===== config.mk =====
export PLATFORM = sky130hd
export DESIGN_NAME = fre_meter_bcd
export DESIGN_NICKNAME = d
export VERILOG_FILES = /design/src/rtl/fre_meter_bcd.sv
export SDC_FILE = /design/constraint.sdc
export NUM_CORES = 1
export LEC_CHECK = 0
export ABC_AREA = 1
export BUFFER_PORTS_ARGS = -buffer_cell sky130_fd_sc_hd__buf_2
export CAP_MARGIN = 20
export CORE_MARGIN = 3
export CORE_UTILIZATION = 54
export CTS_CLUSTER_SIZE = 25
export DETAILED_ROUTE_END_ITERATION = 10
export PLACE_DENSITY_LB_ADDON = 0.15
export SLEW_MARGIN = 10
export SYNTH_ARGS = -nofsm -noshare
export SYNTH_HDL_FRONTEND = slang
export SYNTH_SLANG_ARGS = --single-unit

===== constraint.sdc =====
create_clock -name clk -period 1.46 [get_ports clk]
set_input_delay 0 -clock clk [delete_from_list [all_inputs] [get_ports clk]]
set_output_delay 0 -clock clk [all_outputs]
set_load 0.03 [all_outputs]

===== src/rtl/fre_meter_bcd.sv =====
// fre_meter_bcd: gated BCD frequency meter.
// Rising edges of the asynchronous `signal` input are counted in a chain of
// DIGITS decimal decades for exactly GATE_CYCLES clocks. The count is then
// latched to QO together with a sticky overflow flag.
//
// Output handshake: `valid` is a one-cycle strobe with no back-pressure (no
// ready). QO/ovf change only in the cycle where valid=1 (or on reset) and hold
// until the next strobe. `start` is a single-cycle request that is accepted
// only while busy=0; requests made while busy=1 are dropped, not queued.
module fre_meter_bcd #(
  parameter int DIGITS      = 4,
  parameter int GATE_CYCLES = 50_000_000,
  parameter int SYNC_STAGES = 2
) (
  input  logic                  clk,
  input  logic                  rst,
  input  logic                  signal,
  input  logic                  cont,
  input  logic                  start,
  output logic [4*DIGITS-1:0]   QO,
  output logic                  valid,
  output logic                  ovf,
  output logic                  busy
);

  localparam int GW = $clog2(GATE_CYCLES + 1);
  // Gate counter value during the last GATE cycle (counter starts at 0 in GATE cycle 1).
  localparam logic [GW-1:0] GATE_LAST = GW'(GATE_CYCLES - 1);

  typedef enum logic [1:0] {
    IDLE = 2'd0,
    CLR  = 2'd1,
    GATE = 2'd2,
    LOAD = 2'd3
  } state_t;

  state_t                      state_q;
  state_t                      state_d;
  logic [GW-1:0]               gate_cnt_q;
  logic [SYNC_STAGES-1:0]      sync_q;
  logic                        sync_d_q;
  logic                        rise;
  logic                        count_en;
  logic [DIGITS-1:0][3:0]      dec_q;
  logic [DIGITS-1:0]           inc_en;
  logic                        sat_hit;
  logic                        ovf_sticky_q;

  // Synchroniser plus one edge register on the asynchronous input.
  always_ff @(posedge clk) begin
    if (rst) begin
      sync_q   <= '0;
      sync_d_q <= 1'b0;
    end else begin
      sync_q   <= {sync_q[SYNC_STAGES-2:0], signal};
      sync_d_q <= sync_q[SYNC_STAGES-1];
    end
  end

  assign rise     = sync_q[SYNC_STAGES-1] & ~sync_d_q;
  // Edges outside the gate window (IDLE, CLR, LOAD) are dropped here.
  assign count_en = rise & (state_q == GATE);

  // FSM state register.
  always_ff @(posedge clk) begin
    if (rst) begin
      state_q <= IDLE;
    end else begin
      state_q <= state_d;
    end
  end

  // FSM next state; cont is looked at only in IDLE and LOAD.
  always_comb begin
    state_d = state_q;
    case (state_q)
      IDLE: begin
        if (cont || start) begin
          state_d = CLR;
        end
      end
      CLR: begin
        state_d = GATE;
      end
      GATE: begin
        if (gate_cnt_q == GATE_LAST) begin
          state_d = LOAD;
        end
      end
      LOAD: begin
        state_d = cont ? CLR : IDLE;
      end
      default: begin
        state_d = IDLE;
      end
    endcase
  end

  assign busy = (state_q != IDLE);

  // Gate length counter: cleared in CLR, advances once per GATE cycle.
  always_ff @(posedge clk) begin
    if (rst) begin
      gate_cnt_q <= '0;
    end else if (state_q == CLR) begin
      gate_cnt_q <= '0;
    end else if (state_q == GATE) begin
      gate_cnt_q <= gate_cnt_q + GW'(1);
    end
  end

  // Ripple enables for the decade chain: digit k steps when every lower digit is 9.
  always_comb begin
    logic c;
    c      = count_en;
    inc_en = '0;
    for (int k = 0; k < DIGITS; k++) begin
      inc_en[k] = c;
      c         = c & (dec_q[k] == 4'd9);
    end
    // Carry out of the top digit means the chain is already all nines.
    sat_hit = c;
  end

  // Decade chain with saturation at all nines and a sticky overflow flag.
  always_ff @(posedge clk) begin
    if (rst) begin
      dec_q        <= '0;
      ovf_sticky_q <= 1'b0;
    end else if (state_q == CLR) begin
      dec_q        <= '0;
      ovf_sticky_q <= 1'b0;
    end else if (sat_hit) begin
      // Hold all nines; further edges in this gate only keep the flag set.
      ovf_sticky_q <= 1'b1;
    end else begin
      for (int k = 0; k < DIGITS; k++) begin
        if (inc_en[k]) begin
          dec_q[k] <= (dec_q[k] == 4'd9) ? 4'd0 : dec_q[k] + 4'd1;
        end
      end
    end
  end

  // Result registers: captured in LOAD, visible with the valid strobe one cycle later.
  always_ff @(posedge clk) begin
    if (rst) begin
      QO    <= '0;
      ovf   <= 1'b0;
      valid <= 1'b0;
    end else begin
      valid <= (state_q == LOAD);
      if (state_q == LOAD) begin
        QO  <= dec_q;
        ovf <= ovf_sticky_q;
      end
    end
  end

endmodule


==> results of run 1 <==
## stage by stage
stage	TNS (ns)	hold slack, ns	std cells	cell area, um^2	utilization [%]
floorplan	-0.01516	0.07118	449	3237	-
global placement	0	0.2129	570	3675	65.14
detailed placement	-0.1587	0.2209	570	3675	65.14
CTS	-0.01892	0.04393	589	3889	68.93
global route	-1.915	0.05444	596	4014	71.15
finish	0	0.05251	596	4014	71.15
## sequential cells by signal (all words and copies together) (netlist names)
name	count
sync_q	2
dec_q	16
valid	1
sync_d_q	1
state_q	2
ovf_sticky_q	1
gate_cnt_q	26
QO	16
ovf	1
## power breakdown
group,switching [mW],internal (mW),total [mW]
Clock,0.680,0.699,1.38
Combinational,0.784,0.472,1.26
Sequential,0.0719,1.95,2.02
Total,1.54,3.12,4.66
## logic make-up (layout without fill, tap and decap cells)
kind of cell,Yosys count,count (layout),synth area share (%)
flip-flops,66,66,41.04
adder cells (fa/ha/maj),5,5,1.943
buffers and inverters,73,147,8.550
XOR/XNOR,3,3,0.8163
AND/OR/NAND/NOR,224,225,34.28
AO/OA/AOI/OAI,78,78,13.37
## timing repair
| item | in CTS | in global routing |
|---|---|---|
| endpoints found under the hold margin | 4 | 0 |
| setup endpoints to repair | 16 | 42 |
| setup buffers | 1 | 6 |
| pin swaps | 1 | 7 |
| hold buffers | 3 | 0 |
| gates resized for setup | 2 | 17 |
| cloned | 0 | 1 |
## layout make-up
type / count / area, um^2 / share of cell area, %
Tap cell: 72 / 90.09 / 2.244
Clock inverter: 2 / 12.51 / 0.3117
Sequential cell: 66 / 1324 / 32.98
Timing Repair Buffer: 66 / 465.4 / 11.60
Inverter: 66 / 252.7 / 6.297
Multi-Input combinational cell: 311 / 1710 / 42.61
Clock buffer: 13 / 158.9 / 3.959
## cell usage after synthesis (2+ instances only)
| cell type | n | area share, % |
|---|---|---|
| a21boi_0 | 3 | 0.70 |
| a21oi_1 | 38 | 5.9 |
| a31oi_1 | 4 | 0.78 |
| clkbuf_1 | 6 | 0.70 |
| dfxtp_1 | 66 | 41 |
| ha_1 | 5 | 1.9 |
| inv_1 | 60 | 7.0 |
| inv_2 | 5 | 0.58 |
| nand2_1 | 91 | 11 |
| nand2_4 | 2 | 0.70 |
| nand3_1 | 21 | 3.3 |
| nand3_2 | 3 | 0.93 |
| nand4_1 | 12 | 2.3 |
| nand4_4 | 2 | 1.3 |
| nor2_1 | 67 | 7.8 |
| nor2_2 | 5 | 0.97 |
| nor2_4 | 3 | 1.0 |
| nor2_8 | 2 | 1.2 |
| nor3_1 | 9 | 1.4 |
| nor3_4 | 2 | 1.0 |
| o21a_1 | 2 | 0.47 |
| o21ai_0 | 25 | 3.9 |
| o31ai_1 | 3 | 0.70 |
| xor2_1 | 2 | 0.54 |
## layer usage
metal | vias up | global-route usage, % | share of wire (%)
met1 | 1377 | 24.15 | 44
met5 | - | 0 | 0
met3 | 14 | 3.770 | 3.7
met4 | 0 | 10.40 | 1.9
li1 | 1592 | - | -
met2 | 54 | 37.61 | 50
## critical path, cell delays in order (launching register included)
cell,delay [ns]
dfxtp_2,0.32
inv_2,0.07
ha_4,0.15
nand2_2,0.06
nor2_4,0.11
nand4_4,0.19
buf_4,0.21
o21ai_0,0.17
a21oi_1,0.06
## final timing paths
path | end | slack, ns
hold / removal | state_q[0]$_SDFFE_PP0P_ | 0.05
hold reg to reg | sync_q[1]$_SDFF_PP0_ | 0.44
setup reg to reg | gate_cnt_q[9]$_SDFFE_PP0N_ | 0.008
setup / recovery | gate_cnt_q[9]$_SDFFE_PP0N_ | 0.008
==> impl_metrics.toml, run 1 <==
[final_layout]
layout.cells.most_common = "nand2_1"
layout.nets = 530
fillerInstances = 472
antenna-diode-count = 0
final_cell_mix = "nand2_1, nor2_1, dfxtp_1"
syn2layout_area_growth_pct = 24.68
drive_gt1_share_pct = 23.28

[logic_synthesis]
yosys_warnings = 0
yosysSeqAreaShare_pct = 41.04
synth-async-reset-ratio_pct = 0
syn_area_um2 = 3219
postSynthCellCount = 449
synth-seq-cells = 66
synth_nets = 459
dominantRegCellSynth = "dfxtp_1"
synth.lib_cells_used.distinct = 35
number_of_enable_flip_flop_cells_after_synthesis = 0
postSynthAreaPerCell_um2 = 7.170

[placement]
placement.setup.worst_slack_ns = -0.03348
io_buffers = 23
detailedPlacementHpwl_um = 5127
place_congestion = 0.8298

[setup_path]
timing.critical_path.fanout_max = 5
required_ns = 1.69
crit_path_start = "state_q[0]$_SDFFE_PP0P_"
worstSetupStartpointType = "flip-flop"
worstPathArrival_ns = 1.68
r2r.worst_path.cells = 8
r2r-start = "state_q[0]$_SDFFE_PP0P_"
critical_path_end_type = "flip-flop"
worstSetupPathType = "reg2reg"

[die]
floorplan.die_area_um2 = 6924
floorplan.initialDensity_pct = 57.06
floorplan.io_pins = 24
floorplan.rows = 27
core_area_um2 = 5642
die_width_um = 83.21
floorplan.die.height_um = 83.21

[global_routing]
vias_in_the_first_global_route = 2794
grt_pass1_wl_um = 12010
grt_max_degree = 29
number_of_antenna_violations_at_the_first_check_in_global_routing = 0
gr-usage-all-layers_pct = 21.13
leftover_overflow_at_the_end_of_global_routing = 0

[power]
ir_worst_vdd_uv = 963.6
leakagePower_nw = 1.818
power_density_relative_to_cell_area_nw_per_um2 = 1160
design_power_total_mw = 4.657

[sta]
rsz0062_at_grt = "true"
finalSetupViolCount = 0
period_share_pct = 99.43
finalWorstSetupSlack_ns = 0.008390
final_hold_viol_count = 0
timing.final.crit_period_ns = 1.452
maximum_operating_frequency_ghz = 0.6889
max_slew_margin_pct = 66.35
final_max_tran_viols = 0
tightest_slew_ns = 0.5041
clock_skew_ns = 0.007046

[clock_network]
cts_tree = "done"
clock_tree.buffer_depth = 2
clock_tree.htree_level_count = 3
cts-root-buf = "clkbuf_8"
cts_sinks = 66
clk_pin_slew_worst_paths_ns = 0.07
clkLatencyLatePin_ns = 0.34
cts_buffers = 9

[detailed_routing]
firstDrtPassIters = 5
vias = 3037
detailedRoute.firstIterationViolations = 120
detail_route.vias_per_cell = 5.096
drt-wirelength-per-cell_um = 12.16
drcViolationCount = 0
totalWireLength_um = 7249
final_antenna_net_count = 0

[status]
run_status = "finished clean"

[hold_path]
hp-start = "cont"
hold_path_class = "in2reg"
worst_hold_path.num_cells = 5

[run]
max_cap_viol_count = 0
Note: power is estimated with default switching activity, not from simulation.
==> inputs of run 2 (changes only) <==
Settings changed: CORE_UTILIZATION 54 to 60.
Clock period 1.46 ns to 1.4 ns, I/O delays scaled along.
==> impl_metrics.toml, run 2 (synthesis gave the netlist of run 1 again) <==
[placement]
detailedPlacementHpwl_um = 5366
placement.setup.worst_slack_ns = -0.06324
place_congestion = 0.8390
postPlaceCellArea_um2 = 3777
place_inst = 578
io_buffers = 23

[final_layout]
syn2layout_area_growth_pct = 35.83
fin_cells = 609
largest_register_ffs = 26
top_register = "gate_cnt_q"
reg_top3 = "gate_cnt_q: 26 flops, QO: 16 flops, dec_q: 16 flops"
layout.nets = 544
area_occupied_by_multi_input_gates_um2 = 1882
fillerInstances = 303
final_cell_mix = "nand2_1, nor2_1, dfxtp_1"
drive_gt1_share_pct = 32.28
register_area_um2 = 1333
antenna-diode-count = 0
layout.cells.most_common = "nand2_1"
finish.utilization_pct = 85.08
final_design_area_excluding_fillers_um2 = 4373

[clock_network]
cts-root-buf = "clkbuf_8"
cts_tree = "done"
cts_sinks = 66
clkLatencyLatePin_ns = 0.34
cts_buffers = 9
clock_tree.htree_level_count = 3
clk_pin_slew_worst_paths_ns = 0.07
clock_tree.buffer_depth = 2

[sta]
period_share_pct = 121.4
rsz0062_at_grt = "true"
maximum_operating_frequency_ghz = 0.5886
final_max_tran_viols = 0
finalSetupTns_ns = -4.853
tightest_slew_ns = 0.4757
max_slew_margin_pct = 68.25
finalHoldWorstSlack_ns = 0.1201
final_hold_viol_count = 0
finalSetupViolCount = 32
finalWorstSetupSlack_ns = -0.2990
clock_skew_ns = 0.007008
timing.final.crit_period_ns = 1.699

[power]
leakagePower_nw = 1.980
power_density_relative_to_cell_area_nw_per_um2 = 1191
ir_worst_vdd_uv = 1018
design_power_total_mw = 5.208

[die]
die_width_um = 79.25
floorplan.io_pins = 24
floorplan.rows = 26
floorplan.die.height_um = 79.25
floorplan.initialDensity_pct = 62.63
floorplan.die_area_um2 = 6281
core_area_um2 = 5140

[detailed_routing]
totalWireLength_um = 9632
detailedRoute.firstIterationViolations = 261
drt-wirelength-per-cell_um = 15.82
detail_route.vias_per_cell = 5.670
vias = 3453
drcViolationCount = 0
firstDrtPassIters = 5
final_antenna_net_count = 0

[setup_path]
required_ns = 1.67
worstSetupPathType = "reg2reg"
max_stage_delay_ns = 0.33
critical_path_end_type = "flip-flop"
timing.critical_path.cells = "inv_2 > ha_4 > inv_4 > nor2_4 > nand2_4 > nor2_8 > nand2_4 > nor2_4 > nand3_2 > a21oi_2"
timing.critical_path.fanout_max = 5
worstSetupStartpointType = "flip-flop"
worstPathArrival_ns = 1.97
critPathSlowestCell = "dfxtp_2"

[global_routing]
grt_pass1_wl_um = 13910
number_of_antenna_violations_at_the_first_check_in_global_routing = 0
leftover_overflow_at_the_end_of_global_routing = 0
grt_max_degree = 31
vias_in_the_first_global_route = 3096
gr-usage-all-layers_pct = 27.77

[status]
failed_checks = "negative setup slack"
run_status = "finished, violations left"

[hold_path]
hold_path_class = "in2reg"

[run]
max_cap_viol_count = 0
run 2: changes by cell type in the layout (fill, tap and decap cells not counted), moves of 6 or more:
| cell | previous run | this run |
|---|---|---|
| dfxtp_1 | 64 | 57 |
| dfxtp_2 | 2 | 9 |
| nand2_1 | 88 | 81 |
| nand3_1 | 19 | 12 |
| nand2_2 | 3 | 9 |
| nand3_2 | 5 | 11 |
run 2: routing by layer:
metal | global-route usage [%] | wire length, um | part of all wire (%)
met1 | 32.19 | 3706 | 38
met2 | 49.49 | 4891 | 51
met3 | 5.782 | 550 | 5.7
met4 | 11.34 | 484 | 5.0
met5 | 0 | 0 | 0
run 2: cell type report:
type	instances	share of cell area [%]
Sequential cell	66	30.47
Clock buffer	13	3.405
Multi-Input combinational cell	312	43.03
Clock inverter	3	0.3433
Inverter	66	5.894
Tap cell	70	2.003
Timing Repair Buffer	79	14.85
run 2: final timing paths:
path | startpoint | endpoint | slack (ns) | cells past startpoint
hold reg to reg | sync_q[0]$_SDFF_PP0_ | sync_q[1]$_SDFF_PP0_ | 0.42 | 2
setup reg to reg | state_q[0]$_SDFFE_PP0P_ | dec_q[12]$_SDFFE_PP0P_ | -0.30 | 10
setup / recovery | state_q[0]$_SDFFE_PP0P_ | dec_q[12]$_SDFFE_PP0P_ | -0.30 | 10
hold / removal | cont | state_q[0]$_SDFFE_PP0P_ | 0.12 | 5
run 2: critical path, delay by kind of cell (launching register included):
family | cells | cell delay (ns)
AOI/OAI and AO/OA | 1 | 0.19
buffers and inverters | 2 | 0.16
and+or+nand+nor | 6 | 0.72
adders and majority gates | 1 | 0.20
DFF | 1 | 0.33
run 2: repair_timing:
action,CTS,global route
setup endpoints to repair,23,43
gates cloned,1,2
pin swaps,8,13
resized for setup,15,60
hold buffers,3,0
buffers inserted,2,9
hold endpoints to repair,4,0
run 2: report_power, final:
| group | leakage, nW | total (mW) | internal (mW) | switching, mW |
|---|---|---|---|---|
| Sequential | 0.538 | 2.13 | 2.04 | 0.0899 |
| Combinational | 1.35 | 1.67 | 0.665 | 1.01 |
| Clock | 0.0872 | 1.41 | 0.685 | 0.723 |
==> inputs of run 3 (changes only) <==
Settings changed: CORE_UTILIZATION 60 to 45.
==> impl_metrics.toml, run 3 (synthesis gave the netlist of run 1 again) <==
[detailed_routing]
vias = 3168
totalWireLength_um = 7836
drcViolationCount = 0
drt-wirelength-per-cell_um = 12.32
detailedRoute.firstIterationViolations = 105
firstDrtPassIters = 4
final_antenna_net_count = 0
detail_route.vias_per_cell = 4.981

[placement]
place_congestion = 0.8149
place_inst = 607
detailedPlacementHpwl_um = 5322
io_buffers = 23
postPlaceCellArea_um2 = 3820

[setup_path]
timing.critical_path.fanout_max = 6
max_stage_delay_ns = 0.32
worstSetupStartpointType = "flip-flop"
timing.critical_path.cells = "inv_2 > ha_4 > inv_4 > nor2_4 > nand2_4 > nor2_8 > buf_6 > nand4_4 > a21oi_2 > nor2_1"
critical_path_end_type = "flip-flop"
required_ns = 1.65
critPathSlowestCell = "dfxtp_2"
worstSetupPathType = "reg2reg"
worstPathArrival_ns = 1.73

[global_routing]
grt_max_degree = 31
vias_in_the_first_global_route = 2909
gr-usage-all-layers_pct = 18.93
grt_pass1_wl_um = 12770
leftover_overflow_at_the_end_of_global_routing = 0
number_of_antenna_violations_at_the_first_check_in_global_routing = 0

[final_layout]
largest_register_ffs = 26
fin_cells = 636
final_cell_mix = "nand2_1, nor2_1, dfxtp_1"
syn2layout_area_growth_pct = 36.38
finish.utilization_pct = 63.92
reg_top3 = "gate_cnt_q: 26 flops, QO: 16 flops, dec_q: 16 flops"
area_occupied_by_multi_input_gates_um2 = 1873
fillerInstances = 605
register_area_um2 = 1333
top_register = "gate_cnt_q"
antenna-diode-count = 0
final_design_area_excluding_fillers_um2 = 4390
drive_gt1_share_pct = 32.59
layout.cells.most_common = "nand2_1"
layout.nets = 546

[clock_network]
clkLatencyLatePin_ns = 0.34
cts_buffers = 9
clock_tree.buffer_depth = 2
cts_tree = "done"
cts-root-buf = "clkbuf_8"
cts_sinks = 66
clk_pin_slew_worst_paths_ns = 0.07
clock_tree.htree_level_count = 3

[run]
max_cap_viol_count = 0

[status]
failed_checks = "negative setup slack"
run_status = "finished, violations left"

[sta]
finalHoldWorstSlack_ns = 0.06088
period_share_pct = 105.7
maximum_operating_frequency_ghz = 0.6760
tightest_slew_ns = 0.5166
clock_skew_ns = 0.008732
rsz0062_at_grt = "true"
finalWorstSetupSlack_ns = -0.07935
timing.final.crit_period_ns = 1.479
final_hold_viol_count = 0
final_max_tran_viols = 0
finalSetupViolCount = 21
max_slew_margin_pct = 65.52

[power]
power_switching_share_pct = 32.67
leakagePower_nw = 1.934
ir_worst_vdd_uv = 871.6
power.share.combinational_pct = 28.1
design_power_total_mw = 5.137
sequentialPowerShare_pct = 41.4
clkPwrFrac_pct = 30.5
power_density_relative_to_cell_area_nw_per_um2 = 1170
cellInternalPower_mw = 3.458
power.switching_mw = 1.678

[die]
floorplan.initialDensity_pct = 46.87
die_width_um = 90.58
floorplan.die_area_um2 = 8205
floorplan.rows = 30
core_area_um2 = 6869
floorplan.die.height_um = 90.58
floorplan.io_pins = 24

[hold_path]
hold_path_class = "in2reg"
-- run 3: final timing paths --
path,slack (ns),from,end,depth (start not counted)
setup / recovery,-0.08,state_q[0]$_SDFFE_PP0P_,dec_q[1]$_SDFFE_PP0P_,10
hold / removal,0.06,cont,state_q[0]$_SDFFE_PP0P_,5
setup reg to reg,-0.08,state_q[0]$_SDFFE_PP0P_,dec_q[1]$_SDFFE_PP0P_,10
hold reg to reg,0.42,sync_q[0]$_SDFF_PP0_,sync_q[1]$_SDFF_PP0_,2
-- run 3: cell type report --
type | count | share of cell area [%]
Clock buffer | 12 | 3.306
Inverter | 66 | 5.871
Clock inverter | 3 | 0.9119
Timing Repair Buffer | 81 | 14.16
Tap cell | 96 | 2.736
Sequential cell | 66 | 30.35
Multi-Input combinational cell | 312 | 42.66
-- run 3: metal layers --
| layer | share of wire [%] | wire, um | GRT usage [%] |
|---|---|---|---|
| met1 | 45 | 3535 | 23.96 |
| met2 | 50 | 3891 | 31.01 |
| met3 | 3.9 | 303 | 3.500 |
| met4 | 1.4 | 106 | 9.056 |
| met5 | 0 | 0 | 0 |
-- run 3: repair_timing --
item,CTS,global route
endpoints found under the setup margin,35,43
pin swaps,5,18
resized for setup,14,58
hold endpoints to repair,4,0
buffers inserted,1,9
hold buffers,3,0
cloned,0,2
-- run 3: power by group through the flow --
stage	clock network (mW)	logic [mW]	registers [mW]
global placement	0	1.24	2.14
floorplan	0	0.583	2.38
global route	1.69	1.58	2.15
CTS	1.60	1.30	2.11
detailed placement	0	1.26	2.15
finish	1.57	1.44	2.13
-- run 3: worst max-delay path, delay by kind of cell (launching register included) --
kind / cells / cell delay (ns)
buf+inv: 3 / 0.25
compound gates: 1 / 0.15
fa+ha+maj: 1 / 0.17
flops: 1 / 0.32
simple gates: 5 / 0.50
-- run 3: stage by stage --
stage | TNS [ns] | setup WS [ns]
final | -0.9080 | -0.07935
after CTS | -0.5466 | -0.06041
after floorplan | -0.3569 | -0.06758
after global routing | -3.903 | -0.1865
after global placement | -0.3053 | -0.06213
after detailed placement | -1.079 | -0.09000
